--- src/rtl/fft_sched_pkg.sv ---
// Shared types and elaboration-time helpers for the radix-2 SDF FFT scheduler.
// Holds the scheduler state enum plus stage offset, total latency and bit-reverse functions.
package fft_sched_pkg;

    typedef enum logic [1:0] {
        IDLE  = 2'd0,
        RUN   = 2'd1,
        FLUSH = 2'd2
    } state_t;

    // Cycle offset of stage s: the delay lines of all earlier stages plus their register slices.
    function automatic int stage_off(input int s, input int n_log2, input int pipe);
        int off;
        off = 0;
        for (int k = 0; k < s; k++) begin
            off += (1 << n_log2) >> (k + 1);
        end
        return off + pipe * s;
    endfunction

    function automatic int total_lat(input int n_log2, input int pipe);
        return ((1 << n_log2) - 1) + pipe * n_log2;
    endfunction

    function automatic logic [31:0] bitrev(input logic [31:0] x, input int w);
        logic [31:0] r;
        r = '0;
        for (int i = 0; i < 32; i++) begin
            if (i < w) begin
                r[w-1-i] = x[i];
            end
        end
        return r;
    endfunction

endpackage

--- src/rtl/fft_vld_shreg.sv ---
// Enabled valid-tracking delay line for the SDF scheduler.
// Shifts only on enable so sample validity stays aligned with the stalled datapath.
module fft_vld_shreg #(
    parameter int DEPTH = 10
) (
    input  logic clk,
    input  logic rstn,
    input  logic en,
    input  logic din,
    output logic vsr_tap,
    output logic vsr_empty
);

    logic [DEPTH-1:0] vsr;

    always_ff @(posedge clk or negedge rstn) begin
        if (!rstn) begin
            vsr <= '0;
        end else if (en) begin
            vsr <= {vsr[DEPTH-2:0], din};
        end
    end

    assign vsr_tap   = vsr[DEPTH-1];
    assign vsr_empty = ~|vsr;

endmodule

--- src/rtl/fft_sdf_sched.sv ---
// Central scheduler for the radix-2 SDF FFT: sample counter, pipeline enable, stage selects, output strobes.
// Define BITREV_ADDR_EN to emit dout_idx as the natural frequency bin instead of arrival order.
module fft_sdf_sched
    import fft_sched_pkg::*;
#(
    parameter int N_LOG2 = 9,
    parameter int PIPE   = 1
) (
    input  logic              clk,
    input  logic              rstn,
    input  logic              din_valid,
    input  logic              din_last,
    output logic              pipe_en,
    output logic [N_LOG2-1:0] stage_sel,
    output logic              dout_valid,
    output logic              dout_last,
    output logic [N_LOG2-1:0] dout_idx,
    output logic              busy,
    output logic              frame_err
);

    localparam int N         = 1 << N_LOG2;
    localparam int TOTAL_LAT = total_lat(N_LOG2, PIPE);
    localparam logic [N_LOG2-1:0] CNT_MAX = N_LOG2'(N - 1);

    state_t            state;
    state_t            state_nxt;
    logic [N_LOG2-1:0] in_cnt;
    logic [N_LOG2-1:0] out_cnt;
    logic              last_acc;
    logic              len_bad;
    logic              go_idle;
    logic              vsr_tap;
    logic              vsr_empty;

    // A frame boundary must coincide exactly with the counter wrap; anything else is a length error.
    assign len_bad = din_valid & (din_last ^ (in_cnt == CNT_MAX));
    assign go_idle = (state == FLUSH) && (state_nxt == IDLE);

    always_ff @(posedge clk or negedge rstn) begin
        if (!rstn) begin
            state <= IDLE;
        end else begin
            state <= state_nxt;
        end
    end

    always_comb begin
        state_nxt = state;
        case (state)
            IDLE:    if (din_valid) state_nxt = RUN;
            RUN:     if (last_acc && !din_valid) state_nxt = FLUSH;
            FLUSH: begin
                if (din_valid) begin
                    state_nxt = RUN;
                end else if (vsr_empty) begin
                    state_nxt = IDLE;
                end
            end
            default: state_nxt = IDLE;
        endcase
    end

    always_comb begin
        pipe_en    = din_valid | (state == FLUSH);
        busy       = (state != IDLE);
        dout_valid = pipe_en & vsr_tap;
        dout_last  = dout_valid & (out_cnt == CNT_MAX);
`ifdef BITREV_ADDR_EN
        dout_idx   = N_LOG2'(bitrev(32'(out_cnt), N_LOG2));
`else
        dout_idx   = out_cnt;
`endif
    end

    // Counters restart from zero on return to IDLE so the next frame begins phase-aligned.
    always_ff @(posedge clk or negedge rstn) begin
        if (!rstn) begin
            in_cnt    <= '0;
            out_cnt   <= '0;
            last_acc  <= 1'b0;
            frame_err <= 1'b0;
        end else begin
            frame_err <= len_bad;
            last_acc  <= din_valid & din_last;
            if (go_idle) begin
                in_cnt  <= '0;
                out_cnt <= '0;
            end else begin
                if (pipe_en) begin
                    in_cnt <= len_bad ? '0 : in_cnt + 1'b1;
                end
                if (dout_valid) begin
                    out_cnt <= out_cnt + 1'b1;
                end
            end
        end
    end

    // Each stage sees the shared counter delayed by its own offset; its MSB-side bit picks butterfly vs fill.
    for (genvar s = 0; s < N_LOG2; s++) begin : g_sel
        localparam logic [N_LOG2-1:0] OFF_S = N_LOG2'(stage_off(s, N_LOG2, PIPE) % N);
        logic [N_LOG2-1:0] phase;
        assign phase        = in_cnt - OFF_S;
        assign stage_sel[s] = pipe_en & phase[N_LOG2-1-s];
    end

    fft_vld_shreg #(
        .DEPTH(TOTAL_LAT)
    ) u_vsr (
        .clk      (clk),
        .rstn     (rstn),
        .en       (pipe_en),
        .din      (din_valid),
        .vsr_tap  (vsr_tap),
        .vsr_empty(vsr_empty)
    );

endmodule

--- config.mk ---
export PLATFORM = sky130hd
export DESIGN_NAME = fft_sdf_sched
export DESIGN_NICKNAME = d
export VERILOG_FILES = /design/src/rtl/fft_sched_pkg.sv /design/src/rtl/fft_vld_shreg.sv /design/src/rtl/fft_sdf_sched.sv
export SDC_FILE = /design/constraint.sdc
export NUM_CORES = 1
export LEC_CHECK = 0
export ABC_CLOCK_PERIOD_IN_PS = 2400
export BUFFER_PORTS_ARGS = -buffer_cell sky130_fd_sc_hd__buf_2
export CORE_UTILIZATION = 35
export DETAILED_ROUTE_END_ITERATION = 7
export GPL_TIMING_DRIVEN = 0
export MAX_ROUTING_LAYER = met4
export PLACE_DENSITY = 0.49
export SLEW_MARGIN = 20
export SYNTH_ARGS = -nofsm -noshare
export SYNTH_HDL_FRONTEND = slang
export SYNTH_SLANG_ARGS = --single-unit
--- constraint.sdc ---
create_clock -name clk -period 2.4 [get_ports clk]
set_clock_uncertainty 0.1 [all_clocks]
set_input_delay 0.72 -clock clk [delete_from_list [all_inputs] [get_ports clk]]
set_output_delay 0.72 -clock clk [all_outputs]
set_load 0.05 [all_outputs]
==> flow_results.org <==
** Run status
- The flow ran to the end, but the final reports show violations.
- Violations in the final reports :: setup timing

** Timing
- Sum of negative setup slack :: -5.41 ns
- Based on the critical path, the design can be clocked at up to 357 MHz.
- In this run the tightest slew margin relative to its limit is 58.8%.
- The hold violation total from the final report came to 0.
- RSZ-0062 raised after global routing :: yes
- The number of slew-limit violations in the final report is 0.
- In the post-route analysis, the smallest setup slack over all paths is -0.403 ns.
- Setup violations remaining at the end of the flow were counted as 29.
- Dividing the final minimum period by the clock period gives 117%.
- Worst Max-Slew Pin Slew :: 0.619 ns
- The smallest clock period supported by the final layout is computed as 2.80 ns.

** Yosys
- The largest total area in the synthesized netlist belongs to sky130_fd_sc_hd__dfrtp_1.
- Mean cell area of the mapped netlist :: 8.65 um^2
- Seq cells post-synth :: 542
- Count of unique library cells instantiated by Yosys :: 34
- For this run, the leading register cell type out of synthesis is sky130_fd_sc_hd__dfrtp_1.
- Post-synthesis instance total :: 2509
- Cells taking the most area after synthesis :: sky130_fd_sc_hd__dfrtp_1 (62%), sky130_fd_sc_hd__nand2_1 (27%), sky130_fd_sc_hd__nor4_1 (3.9%)
- Of the post-synthesis cell area, the dominant cell type holds 62.5%.
- Of all flip-flops after synthesis, the portion carrying an async set or reset was 100%.
- EDFF count, synth :: 0
- For this run, the register share of the synthesized area comes to 62.5%.
- sky130_fd_sc_hd__nand2_1 is the most common cell in the netlist.
- Yosys warns :: 0
- Cell types with the highest counts after synthesis :: sky130_fd_sc_hd__nand2_1 (1575), sky130_fd_sc_hd__dfrtp_1 (542), sky130_fd_sc_hd__nor4_1 (135)
- The cell area that synthesis handed to floorplanning was 21700 um^2.
- Post-Syn Nets :: 2522

** Floorplanning
- Site row count :: 90
- For this configuration, the core starts out at a cell density of 35.7%.
- Die span in x :: 251 um
- In this run the vertical extent of the chip is 251 um.
- The total area inside the core boundary comes to 60800 um^2.
- Count of pins on the block boundary :: 27
- The floorplan step defined a die boundary enclosing 63000 um^2.

** Power
- Power spread over the standard cell area amounts to 770 nW/um^2.
- IR analysis of the VDD net gives a maximum drop of 0.000533 V.
- Summed over all cells, the static leakage comes to 14.3 nW.

** Worst setup path
- STA puts the critical path data arrival time at 1.98 ns.
- Critical path startpoint category :: register
- Worst-path fanout max :: 2
- Critical path endpoint category :: output port
- For the worst setup path, the data required time is 1.58 ns.
- Kind of critical path :: reg2out
- Counting cells, the worst reg-to-reg path comes to 9.

** Cells and area
- Ratio of cells with drive above 1 in the final layout :: 10.2%
- Filler instances :: 5891
- In the final layout, flip-flops and latches occupy 13600 um^2.
- From synthesis to final layout, the design area changed by 20.7%.
- The multi-input combinational cells in the finished layout cover a total of 8280 um^2.
- The net count of the finished layout is 2651.

** Clock tree
- TritonCTS created 59 clock buffers.
- Total clock sinks :: 542
- TritonCTS built the clock tree.
- The tree is rooted in a sky130_fd_sc_hd__clkbuf_16.
- The clock reaches the later pin of the worst-skew pair after 0.60 ns.
- In this run the deepest clock path goes through 3 buffers.
- Clock-pin slew was measured on the worst setup and hold paths at 0.06 ns.
- The clock tree synthesis step divided the H-tree into 2 levels.

** Global route
- After global routing the overflow that remains totals 0.
- The via count of the first global-routing pass was 16000.
- The first global-routing pass estimated 81300 um of wire.
- GRT Resource Usage Total :: 16.0%
- The number of antenna violations at the first check in global routing is 1.
- Entering global routing, the biggest net connects 98 pins.

** Placed design
- Total half-perimeter wirelength after legalization and detailed placement :: 31300 um
- OpenSTA, run right after detailed placement, puts the worst setup slack at -1.36 ns.
- Number of buffers added on ports :: 26
- At the end of routability-driven placement, the weighted congestion stood at 0.773.

** Routing
- Vias per Instance :: 4.72
- After detailed routing, the number of remaining DRC violations is 0.
- Number of DRC violations after detailed-routing iteration 0 :: 974
- Average detailed-routed wire length per instance :: 13.8 um
- Number of antenna-violating nets in the routed design :: 0
- The first TritonRoute pass finished after 5 iterations.
- The routed layout has 16400 vias.
- The final layout contains routed wiring with a total length of 47900 um.

** Worst hold path
- Hold Crit Class :: in2async

** Run
- Count of max-cap constraint violations :: 0
## worst paths after layout
kind / slack [ns] / start / endpoint
worst max-delay path: -0.40 / dout_idx[0]$_DFFE_PN0P_ / dout_last
worst min-delay path: 0.04 / rstn / u_vsr.vsr[400]$_DFFE_PN0N_
worst max register to register: -0.18 / u_vsr.vsr[184]$_DFFE_PN0N_ / in_cnt[1]$_DFFE_PN0P_
worst min register to register: 0.39 / u_vsr.vsr[150]$_DFFE_PN0N_ / u_vsr.vsr[150]$_DFFE_PN0N_
max in group asynchronous: 0.84 / rstn / u_vsr.vsr[247]$_DFFE_PN0N_
min in group clk: 0.31 / din_last / last_acc$_DFF_PN0_
## metal layers
layer | share of wire [%] | global-route usage (%) | vias to the layer above
met4 | 2.2 | 4.65 | 0
met3 | 2.9 | 2.23 | 74
met5 | 0 | - | -
met1 | 49 | 22.0 | 7900
met2 | 46 | 24.6 | 175
li1 | - | - | 8205
## state kept, by name (all words and copies together), names as in the netlist
name and cells:
dout_idx 9, state 2, in_cnt 9, u_vsr.vsr 520
frame_err 1, last_acc 1
## area by class of cell
class / instances / area share [%]
Antenna cell: 1 / 0.00955
Clock inverter: 15 / 0.831
Buffer: 114 / 1.82
Inverter: 7 / 0.191
Multi-Input combinational cell: 1839 / 31.6
Timing Repair Buffer: 75 / 3.23
Sequential cell: 542 / 51.8
Tap cell: 782 / 3.73
Clock buffer: 93 / 6.74
## critical path, stage by stage, from the launching register on
cell                      delay [ns]
sky130_fd_sc_hd__dfrtp_2        0.39
sky130_fd_sc_hd__ha_4           0.14
sky130_fd_sc_hd__nand3_2        0.07
sky130_fd_sc_hd__nor2_2         0.14
sky130_fd_sc_hd__and3_4         0.20
sky130_fd_sc_hd__ha_4           0.11
sky130_fd_sc_hd__and3_4         0.17
sky130_fd_sc_hd__buf_8          0.14
## stage by stage
step	power, mW	utilization, %	hold slack [ns]	cell area (um^2)	cells
after floorplan	10.3	-	0.324	21700	2509
after global placement	10.8	37.6	0.373	22900	3317
after detailed placement	10.8	37.9	0.382	23000	3323
after CTS	20.5	42.8	0.0179	26000	3462
after global routing	21.0	43.1	0.0402	26200	3468
final	20.2	43.1	0.0410	26200	3468
## logic make-up after synthesis
kind of cell / Yosys count / synth area share (%)
buffers and inverters: 128 / 2.25
and+or+nand+nor: 1796 / 33.5
adders and majority gates: 9 / 0.519
AOI/OAI and AO/OA: 16 / 0.467
xor gates and xnor gates: 18 / 0.726
DFF: 542 / 62.5
## repair_timing
action	CTS	global route
gates resized for setup	155	41
hold endpoints to repair	46	0
setup buffers	32	12
pin swaps	36	27
endpoints found under the setup margin	506	56
hold buffers	1	0
gates cloned	1	0
## power by group
part           internal, mW  total (mW)  switching, mW  leakage, nW
combinational         0.518        1.58           1.06         5.81
sequential             9.26        9.38          0.118         7.53
clock                  5.55        9.22           3.67        0.972
## layout by cell type, fill, tap and decap left out, types with 9 or more instances in the layout
master,count
sky130_fd_sc_hd__nor2_4,9
sky130_fd_sc_hd__nor4_4,11
sky130_fd_sc_hd__dfrtp_1,532
sky130_fd_sc_hd__nand2_1,1572
sky130_fd_sc_hd__buf_4,31
sky130_fd_sc_hd__dfrtp_2,10
sky130_fd_sc_hd__nor4_1,103
sky130_fd_sc_hd__clkbuf_16,62
sky130_fd_sc_hd__buf_2,12
sky130_fd_sc_hd__clkbuf_1,122
sky130_fd_sc_hd__buf_6,9
sky130_fd_sc_hd__buf_8,12
sky130_fd_sc_hd__nor4_2,24
sky130_fd_sc_hd__clkbuf_8,14
sky130_fd_sc_hd__nand4_1,36
(Power assumes the default switching activity.)
